===== src/rtl/coefficient_scheduler_pkg.sv =====
// Shared types and constants for the coefficient scheduler.
package coefficient_scheduler_pkg;
    localparam int c_datawidth      = 32;
    localparam int c_fractionlength = 16;
    localparam int c_numCoeff       = 13;
    localparam int c_addrWidth      = 4;

    typedef logic signed [c_datawidth-1:0] t_coeff;
    typedef t_coeff [c_numCoeff-1:0]       t_coeffBank;
    typedef t_coeffBank                    t_coefficients;

    typedef enum logic {IDLE, PENDING} t_schedState;

    localparam int c_tapNorth  = 2;
    localparam int c_tapWest   = 5;
    localparam int c_tapCenter = 6;
    localparam int c_tapEast   = 7;
    localparam int c_tapSouth  = 10;
endpackage


===== src/rtl/coefficient_scheduler_if.sv =====
// Host write/commit port and grid-facing coefficient outputs.
// Readback signals exist only with COEFF_SCHED_READBACK_EN.
interface coefficient_scheduler_if #(
    parameter int g_addrWidth = 4,
    parameter int g_dataWidth = 32
);
    import coefficient_scheduler_pkg::*;

    logic                   i_wrValid;
    logic                   o_wrReady;
    logic                   i_wrBank;
    logic [g_addrWidth-1:0] i_wrAddr;
    logic [g_dataWidth-1:0] i_wrData;
    logic                   i_commit;
    logic                   o_commitPending;
    logic                   o_commitDone;
    logic                   i_frameDone;
    t_coefficients          o_coefficientsN;
    t_coefficients          o_coefficientsNMinus1;
    logic [31:0]            o_frameCount;
    logic                   o_addrError;
`ifdef COEFF_SCHED_READBACK_EN
    logic                   i_rdBank;
    logic                   i_rdShadow;
    logic [g_addrWidth-1:0] i_rdAddr;
    logic [g_dataWidth-1:0] o_rdData;

    modport slave (
        input  i_wrValid, i_wrBank, i_wrAddr, i_wrData, i_commit, i_frameDone,
               i_rdBank, i_rdShadow, i_rdAddr,
        output o_wrReady, o_commitPending, o_commitDone, o_coefficientsN,
               o_coefficientsNMinus1, o_frameCount, o_addrError, o_rdData
    );
    modport master (
        output i_wrValid, i_wrBank, i_wrAddr, i_wrData, i_commit, i_frameDone,
               i_rdBank, i_rdShadow, i_rdAddr,
        input  o_wrReady, o_commitPending, o_commitDone, o_coefficientsN,
               o_coefficientsNMinus1, o_frameCount, o_addrError, o_rdData
    );
`else
    modport slave (
        input  i_wrValid, i_wrBank, i_wrAddr, i_wrData, i_commit, i_frameDone,
        output o_wrReady, o_commitPending, o_commitDone, o_coefficientsN,
               o_coefficientsNMinus1, o_frameCount, o_addrError
    );
    modport master (
        output i_wrValid, i_wrBank, i_wrAddr, i_wrData, i_commit, i_frameDone,
        input  o_wrReady, o_commitPending, o_commitDone, o_coefficientsN,
               o_coefficientsNMinus1, o_frameCount, o_addrError
    );
`endif
endinterface


===== src/rtl/coefficient_scheduler_coeff_bank.sv =====
// One shadow/active coefficient register pair with write port and copy strobe.
// Optional combinational read mux under COEFF_SCHED_READBACK_EN (registered in the top).
module coefficient_scheduler_coeff_bank #(
    parameter int g_numCoeff  = 13,
    parameter int g_dataWidth = 32,
    parameter int g_addrWidth = 4
) (
    input  logic                                    clk,
    input  logic                                    rst,
    input  logic                                    wr_en,
    input  logic [g_addrWidth-1:0]                  wr_addr,
    input  logic [g_dataWidth-1:0]                  wr_data,
    input  logic                                    copy,
    output logic [g_numCoeff-1:0][g_dataWidth-1:0]  active_o
`ifdef COEFF_SCHED_READBACK_EN
    ,
    input  logic                                    rd_shadow,
    input  logic [g_addrWidth-1:0]                  rd_addr,
    output logic [g_dataWidth-1:0]                  rd_val
`endif
);
    logic [g_numCoeff-1:0][g_dataWidth-1:0] shadow_q, shadow_d;
    logic [g_numCoeff-1:0][g_dataWidth-1:0] active_q, active_d;

    // wr_en is only raised for in-range addresses, so the index is always valid.
    always_comb begin
        shadow_d = shadow_q;
        active_d = active_q;
        if (wr_en) shadow_d[wr_addr] = wr_data;
        if (copy)  active_d = shadow_q;
    end

    always_ff @(posedge clk or posedge rst) begin
        if (rst) begin
            shadow_q <= '0;
            active_q <= '0;
        end else begin
            shadow_q <= shadow_d;
            active_q <= active_d;
        end
    end

    assign active_o = active_q;

`ifdef COEFF_SCHED_READBACK_EN
    always_comb begin
        rd_val = '0;
        if (int'(rd_addr) < g_numCoeff)
            rd_val = rd_shadow ? shadow_q[rd_addr] : active_q[rd_addr];
    end
`endif
endmodule


===== src/rtl/coefficient_scheduler.sv =====
// Double-buffered N / N-1 coefficient banks published only at timestep boundaries,
// plus a timestep counter. Readback port enabled by COEFF_SCHED_READBACK_EN.
module coefficient_scheduler
    import coefficient_scheduler_pkg::*;
#(
    parameter int g_numCoeff  = c_numCoeff,
    parameter int g_dataWidth = c_datawidth,
    parameter int g_addrWidth = c_addrWidth
) (
    input logic                    i_clk,
    input logic                    i_reset,
    coefficient_scheduler_if.slave bus
);
    t_schedState state_q, state_d;
    logic        wr_ready_q, wr_ready_d;
    logic        pending_q, pending_d;
    logic        done_q, done_d;
    logic        addr_err_q, addr_err_d;
    logic [31:0] frame_count_q, frame_count_d;
    logic        copy, wr_accept, addr_in;

    logic [1:0][g_numCoeff-1:0][g_dataWidth-1:0] bank_active;

    assign wr_accept = bus.i_wrValid & wr_ready_q;
    assign addr_in   = int'(bus.i_wrAddr) < g_numCoeff;

    always_comb begin
        state_d       = state_q;
        wr_ready_d    = wr_ready_q;
        pending_d     = pending_q;
        done_d        = 1'b0;
        copy          = 1'b0;
        addr_err_d    = addr_err_q | (wr_accept & ~addr_in);
        frame_count_d = frame_count_q + 32'(bus.i_frameDone);
        case (state_q)
            IDLE: begin
                wr_ready_d = 1'b1;
                // A boundary in the commit cycle is skipped: a full sweep must follow.
                if (bus.i_commit) begin
                    state_d    = PENDING;
                    wr_ready_d = 1'b0;
                    pending_d  = 1'b1;
                end
            end
            PENDING: begin
                if (bus.i_frameDone) begin
                    copy       = 1'b1;
                    state_d    = IDLE;
                    wr_ready_d = 1'b1;
                    pending_d  = 1'b0;
                    done_d     = 1'b1;
                end
            end
            default: state_d = IDLE;
        endcase
    end

    always_ff @(posedge i_clk or posedge i_reset) begin
        if (i_reset) begin
            state_q       <= IDLE;
            wr_ready_q    <= 1'b0;
            pending_q     <= 1'b0;
            done_q        <= 1'b0;
            addr_err_q    <= 1'b0;
            frame_count_q <= '0;
        end else begin
            state_q       <= state_d;
            wr_ready_q    <= wr_ready_d;
            pending_q     <= pending_d;
            done_q        <= done_d;
            addr_err_q    <= addr_err_d;
            frame_count_q <= frame_count_d;
        end
    end

`ifdef COEFF_SCHED_READBACK_EN
    logic [1:0][g_dataWidth-1:0] rd_val;
    logic [g_dataWidth-1:0]      rd_data_q, rd_data_d;

    assign rd_data_d = rd_val[bus.i_rdBank];

    always_ff @(posedge i_clk or posedge i_reset) begin
        if (i_reset) rd_data_q <= '0;
        else         rd_data_q <= rd_data_d;
    end

    assign bus.o_rdData = rd_data_q;
`endif

    // Bank 0 drives the N coefficients, bank 1 the N-1 coefficients.
    for (genvar b = 0; b < 2; b++) begin : g_bank
        coefficient_scheduler_coeff_bank #(
            .g_numCoeff (g_numCoeff),
            .g_dataWidth(g_dataWidth),
            .g_addrWidth(g_addrWidth)
        ) u_bank (
            .clk      (i_clk),
            .rst      (i_reset),
            .wr_en    (wr_accept & addr_in & (bus.i_wrBank == 1'(b))),
            .wr_addr  (bus.i_wrAddr),
            .wr_data  (bus.i_wrData),
            .copy     (copy),
            .active_o (bank_active[b])
`ifdef COEFF_SCHED_READBACK_EN
            ,
            .rd_shadow(bus.i_rdShadow),
            .rd_addr  (bus.i_rdAddr),
            .rd_val   (rd_val[b])
`endif
        );
    end

    assign bus.o_wrReady             = wr_ready_q;
    assign bus.o_commitPending       = pending_q;
    assign bus.o_commitDone          = done_q;
    assign bus.o_addrError           = addr_err_q;
    assign bus.o_frameCount          = frame_count_q;
    assign bus.o_coefficientsN       = bank_active[0];
    assign bus.o_coefficientsNMinus1 = bank_active[1];
endmodule


===== src/flat_wrapper.sv =====
// flat-port wrapper written by rule: the top's interface ports become plain ports
module coefficient_scheduler_flat import coefficient_scheduler_pkg::*;
#(
    parameter int g_numCoeff  = c_numCoeff,
    parameter int g_dataWidth = c_datawidth,
    parameter int g_addrWidth = c_addrWidth
)
  (i_clk, i_reset, bus_i_wrValid, bus_i_wrBank, bus_i_wrAddr, bus_i_wrData, bus_i_commit, bus_i_frameDone, bus_o_wrReady, bus_o_commitPending, bus_o_commitDone, bus_o_coefficientsN, bus_o_coefficientsNMinus1, bus_o_frameCount, bus_o_addrError);
  coefficient_scheduler_if #(.g_addrWidth(g_addrWidth), .g_dataWidth(g_dataWidth)) bus_i ();
  input logic i_clk;
  input logic i_reset;
  input wire logic [$bits(bus_i.i_wrValid)-1:0] bus_i_wrValid;
  input wire logic [$bits(bus_i.i_wrBank)-1:0] bus_i_wrBank;
  input wire logic [$bits(bus_i.i_wrAddr)-1:0] bus_i_wrAddr;
  input wire logic [$bits(bus_i.i_wrData)-1:0] bus_i_wrData;
  input wire logic [$bits(bus_i.i_commit)-1:0] bus_i_commit;
  input wire logic [$bits(bus_i.i_frameDone)-1:0] bus_i_frameDone;
  output wire logic [$bits(bus_i.o_wrReady)-1:0] bus_o_wrReady;
  output wire logic [$bits(bus_i.o_commitPending)-1:0] bus_o_commitPending;
  output wire logic [$bits(bus_i.o_commitDone)-1:0] bus_o_commitDone;
  output wire logic [$bits(bus_i.o_coefficientsN)-1:0] bus_o_coefficientsN;
  output wire logic [$bits(bus_i.o_coefficientsNMinus1)-1:0] bus_o_coefficientsNMinus1;
  output wire logic [$bits(bus_i.o_frameCount)-1:0] bus_o_frameCount;
  output wire logic [$bits(bus_i.o_addrError)-1:0] bus_o_addrError;
  assign bus_i.i_wrValid = bus_i_wrValid;
  assign bus_i.i_wrBank = bus_i_wrBank;
  assign bus_i.i_wrAddr = bus_i_wrAddr;
  assign bus_i.i_wrData = bus_i_wrData;
  assign bus_i.i_commit = bus_i_commit;
  assign bus_i.i_frameDone = bus_i_frameDone;
  assign bus_o_wrReady = bus_i.o_wrReady;
  assign bus_o_commitPending = bus_i.o_commitPending;
  assign bus_o_commitDone = bus_i.o_commitDone;
  assign bus_o_coefficientsN = bus_i.o_coefficientsN;
  assign bus_o_coefficientsNMinus1 = bus_i.o_coefficientsNMinus1;
  assign bus_o_frameCount = bus_i.o_frameCount;
  assign bus_o_addrError = bus_i.o_addrError;
  coefficient_scheduler #(.g_numCoeff(g_numCoeff), .g_dataWidth(g_dataWidth), .g_addrWidth(g_addrWidth)) u_core (.i_clk(i_clk), .i_reset(i_reset), .bus(bus_i));
endmodule

===== config.mk =====
export PLATFORM = sky130hd
export DESIGN_NAME = coefficient_scheduler_flat
export DESIGN_NICKNAME = d
export VERILOG_FILES = /design/src/rtl/coefficient_scheduler_pkg.sv /design/src/rtl/coefficient_scheduler_if.sv /design/src/rtl/coefficient_scheduler_coeff_bank.sv /design/src/rtl/coefficient_scheduler.sv /design/src/flat_wrapper.sv
export SDC_FILE = /design/constraint.sdc
export NUM_CORES = 2
export LEC_CHECK = 0
export CORE_UTILIZATION = 40
export DETAILED_ROUTE_END_ITERATION = 16
export SETUP_SLACK_MARGIN = 0.15
export SYNTH_ARGS = -nofsm -noshare
export SYNTH_HDL_FRONTEND = slang
export SYNTH_HIERARCHICAL = 1
export SYNTH_SLANG_ARGS = --single-unit

===== constraint.sdc =====
create_clock -name i_clk -period 34.1 [get_ports i_clk]
set_clock_uncertainty 0.2 [all_clocks]
set_input_delay 6.82 -clock i_clk [delete_from_list [all_inputs] [get_ports i_clk]]
set_output_delay 6.82 -clock i_clk [all_outputs]
set_load 0.02 [all_outputs]

==> flow_metrics.tcl <==
set metrics [dict create \
    slew_headroom_pct 23.9 \
    crit_fanout 69 \
    met3_length_mm 11.3 \
    async_reset_ff_share_pct 100 \
    clock_path_buffers 3 \
    vias_per_cell 5.07 \
    cts.htree.levels 4 \
    finalCriticalPeriod_ns 12.39 \
    top_layer "met5" \
    critPathArrivalTime_ns 12.84 \
    setup_violations 0 \
    drt_iter0_markers 1604 \
    rsz0062_at_grt "false" \
    synth.distinct_cells 33 \
    wl_met2_mm 86.8 \
    syn-num-nets 3803 \
    cp.required_ns 34.55 \
    end_kind "flip-flop" \
    timing.max_cap.violations 0 \
    routedWlPerCell_um 26.2 \
    place.gp.congestion 0.788 \
    powerDensity_mw_per_mm2 74.2 \
    firstDrtPassIters 5 \
    finalPower_uw 5970 \
    nets 4722 \
    pin_count 910 \
    start_util_pct 40.5 \
    first_global_vias 36700 \
    critPathKind "input pin to flip-flop" \
    drc 0 \
    synth-seq-cells 1701 \
    groute.usage.overall_pct 22.6 \
    setup-tns-final_ns 0 \
    clock_latency_ns 0.79 \
    ys.flop_type "dfrtp_1" \
    status "completed" \
    antenna_found_initial 16 \
    ys.warnings.count 6 \
    routed_wl_mm 181 \
    wl_met1_mm 73.7 \
    avgSynthCellArea_um2 16.9 \
    max_freq_mhz 80.7 \
    die_h_um 400 \
    grt_max_degree 174 \
    start_kind "input pin" \
    drv_slew 0 \
    cts_tree "built" \
    num_vias 34900 \
    portBuffers 909 \
    gr-total-overflow 0 \
    cts.sinks 1701 \
    dpl.hpwl_mm 116 \
    syn_inst 3758 \
    rows 145 \
    grt_pass1_wl_mm 265 \
    p_leak_uw 0.0377 \
    die_w_um 400 \
    root_buffer "clkbuf_16" \
    cts-resized-gates 0 \
    finalCoreUtilization_pct 51.3 \
    drive_gt1_share_pct 42.4 \
    netlist_area_mm2 0.0634 \
    cts_setup_buffers 0 \
    finalCritPeriodShare_pct 36.3 \
    cts_buffers 178 \
    worst_slew_pin_slew_ns 1.14 \
    fill_cells 13300 \
    vdd_drop_max_mv 0.0499 \
    synth-edff-count 0 \
    yosysSeqAreaShare_pct 67.1 \
    dieArea_mm2 0.160 \
    syn2layout_area_growth_pct 26.8 \
    cts_hold_buf 0 \
    hold_viol_final 0 \
    core_mm2 0.157 \
    clkTransAtPathRegs_ns 0.06 \
    ant_nets 0 \
    worstHoldPathType "flip-flop to flip-flop" \
]
[cell usage in the layout (no fill, tap or decap), drive strengths merged]
cell / synthesis / layout
clkdlybuf4s50: 0 / 894
inv: 7 / 14
nand3: 14 / 14
bufinv: 0 / 3
and2: 3 / 3
clkbuf: 103 / 275
nand2b: 8 / 8
o22ai: 1 / 1
nor2: 21 / 21
nor3b: 2 / 2
xor2: 4 / 4
o211ai: 1 / 1
nor3: 1 / 1
nand3b: 4 / 4
or3: 4 / 4
nor2b: 2 / 2
o21bai: 1 / 1
diode: 0 / 4
clkinv: 0 / 39
mux2: 1664 / 1664
ha: 3 / 3
buf: 144 / 92
nand4: 18 / 18
mux2i: 1 / 1
nand2: 14 / 14
dfrtp: 1701 / 1701
xnor2: 26 / 26
and4: 3 / 3
nor4: 2 / 2
and3: 6 / 6
clkinvlp: 0 / 3
[flip-flops by register name, indices dropped and copies added (netlist names)]
signal                         cells
u_core/bus.o_addrError             1
u_core/bus.o_commitPending         1
u_core/g_bank.u_bank/active_o    832
u_core/state_q                     1
u_core/g_bank.u_bank/shadow_q    832
u_core/bus.o_wrReady               1
u_core/bus.o_frameCount           32
u_core/bus.o_commitDone            1
[where the power goes]
| part | switching (uW) | internal, uW | total (uW) | leakage [uW] |
|---|---|---|---|---|
| logic | 716 | 706 | 1420 | 0.0123 |
| clock network | 805 | 1100 | 1910 | 0.00288 |
| registers | 219 | 2420 | 2640 | 0.0226 |
| total | 1740 | 4230 | 5970 | 0.0377 |
[Yosys cell counts (2+ instances only)]
library cell / instances / share of area, %
dfrtp_1: 1701 / 67
mux2_2: 1642 / 29
buf_2: 111 / 0.88
clkbuf_1: 98 / 0.58
xnor2_1: 26 / 0.36
mux2_1: 22 / 0.39
nor2_1: 21 / 0.12
nand4_1: 17 / 0.17
buf_1: 14 / 0.083
nand2_1: 14 / 0.083
buf_6: 13 / 0.23
nand3_1: 13 / 0.10
nand2b_1: 8 / 0.079
inv_1: 7 / 0.041
and3_1: 6 / 0.059
buf_4: 6 / 0.071
clkbuf_2: 5 / 0.039
nand3b_1: 4 / 0.047
or3_1: 4 / 0.039
xor2_1: 4 / 0.055
and2_1: 3 / 0.030
and4_1: 3 / 0.041
ha_1: 3 / 0.059
nor2b_1: 2 / 0.020
nor3b_2: 2 / 0.039
nor4_1: 2 / 0.020
[worst max-delay path: stages]
cell and delay, ns:
clkdlybuf4s50_1 0.56, and2_4 0.76, buf_4 0.76, buf_4 0.70, buf_4 0.82, buf_4 0.84, buf_4 0.83, mux2_2 0.42
[area by class of cell]
class / instances / area, um2 / area share [%]
well taps: 2058 / 2570 / 3.20
multi-input cells: 1803 / 19800 / 24.6
repair buffers: 986 / 9640 / 12.0
clock inverters: 52 / 507 / 0.630
diodes: 4 / 10.0 / 0.0124
flip-flops and latches: 1701 / 42600 / 52.9
clock buffers: 275 / 5330 / 6.63
inverters: 7 / 41.3 / 0.0513
[final timing paths]
path / to / cells past startpoint / start / slack [ns]
min: u_core/g_bank[0].u_bank/active_o[301] / 1 / u_core/g_bank[0].u_bank/shadow_q[301] / 0.27
max reg2reg: u_core/g_bank[1].u_bank/active_o[212] / 7 / u_core/state_q / 27.91
min in group asynchronous: u_core/bus.o_frameCount[13] / 3 / i_reset / 6.64
max in group asynchronous: u_core/g_bank[0].u_bank/shadow_q[353] / 5 / i_reset / 23.79
max: u_core/g_bank[1].u_bank/active_o[212] / 8 / bus_i_frameDone / 21.71
min reg2reg: u_core/g_bank[0].u_bank/active_o[301] / 1 / u_core/g_bank[0].u_bank/shadow_q[301] / 0.27
[per-layer routing]
metal  vias to the layer above  track usage (%)
met4                         6             10.2
met2                       897             36.5
met1                     18700             28.1
met3                       304             6.35
met5                         -                0
li1                      15100                -
[metrics by stage]
step / area, um2 / hold WS (ns) / instances / setup WS [ns]
after detailed placement: 74600 / 0.274 / 6555 / 20.87
final: 80400 / 0.271 / 6886 / 21.71
after CTS: 80400 / 0.270 / 6882 / 21.73
after global routing: 80400 / 0.292 / 6882 / 21.39
after floorplan: 63400 / 0.252 / 3758 / 3.71
after global placement: 74600 / 0.262 / 6555 / 20.86
[kinds of logic (layout without fill, tap and decap cells)]
| kind of cell | after synthesis | count (layout) | synth area share, % |
|---|---|---|---|
| xor gates and xnor gates | 30 | 30 | 0.414 |
| adders and majority gates | 3 | 3 | 0.0592 |
| AOI/OAI and AO/OA | 3 | 3 | 0.0335 |
| and+or+nand+nor | 102 | 102 | 0.913 |
| other | 0 | 4 | 0 |
| muxes | 1665 | 1665 | 29.6 |
| DFF | 1701 | 1701 | 67.1 |
| buffers and inverters | 254 | 1320 | 1.92 |
(Power assumes the default switching activity.)
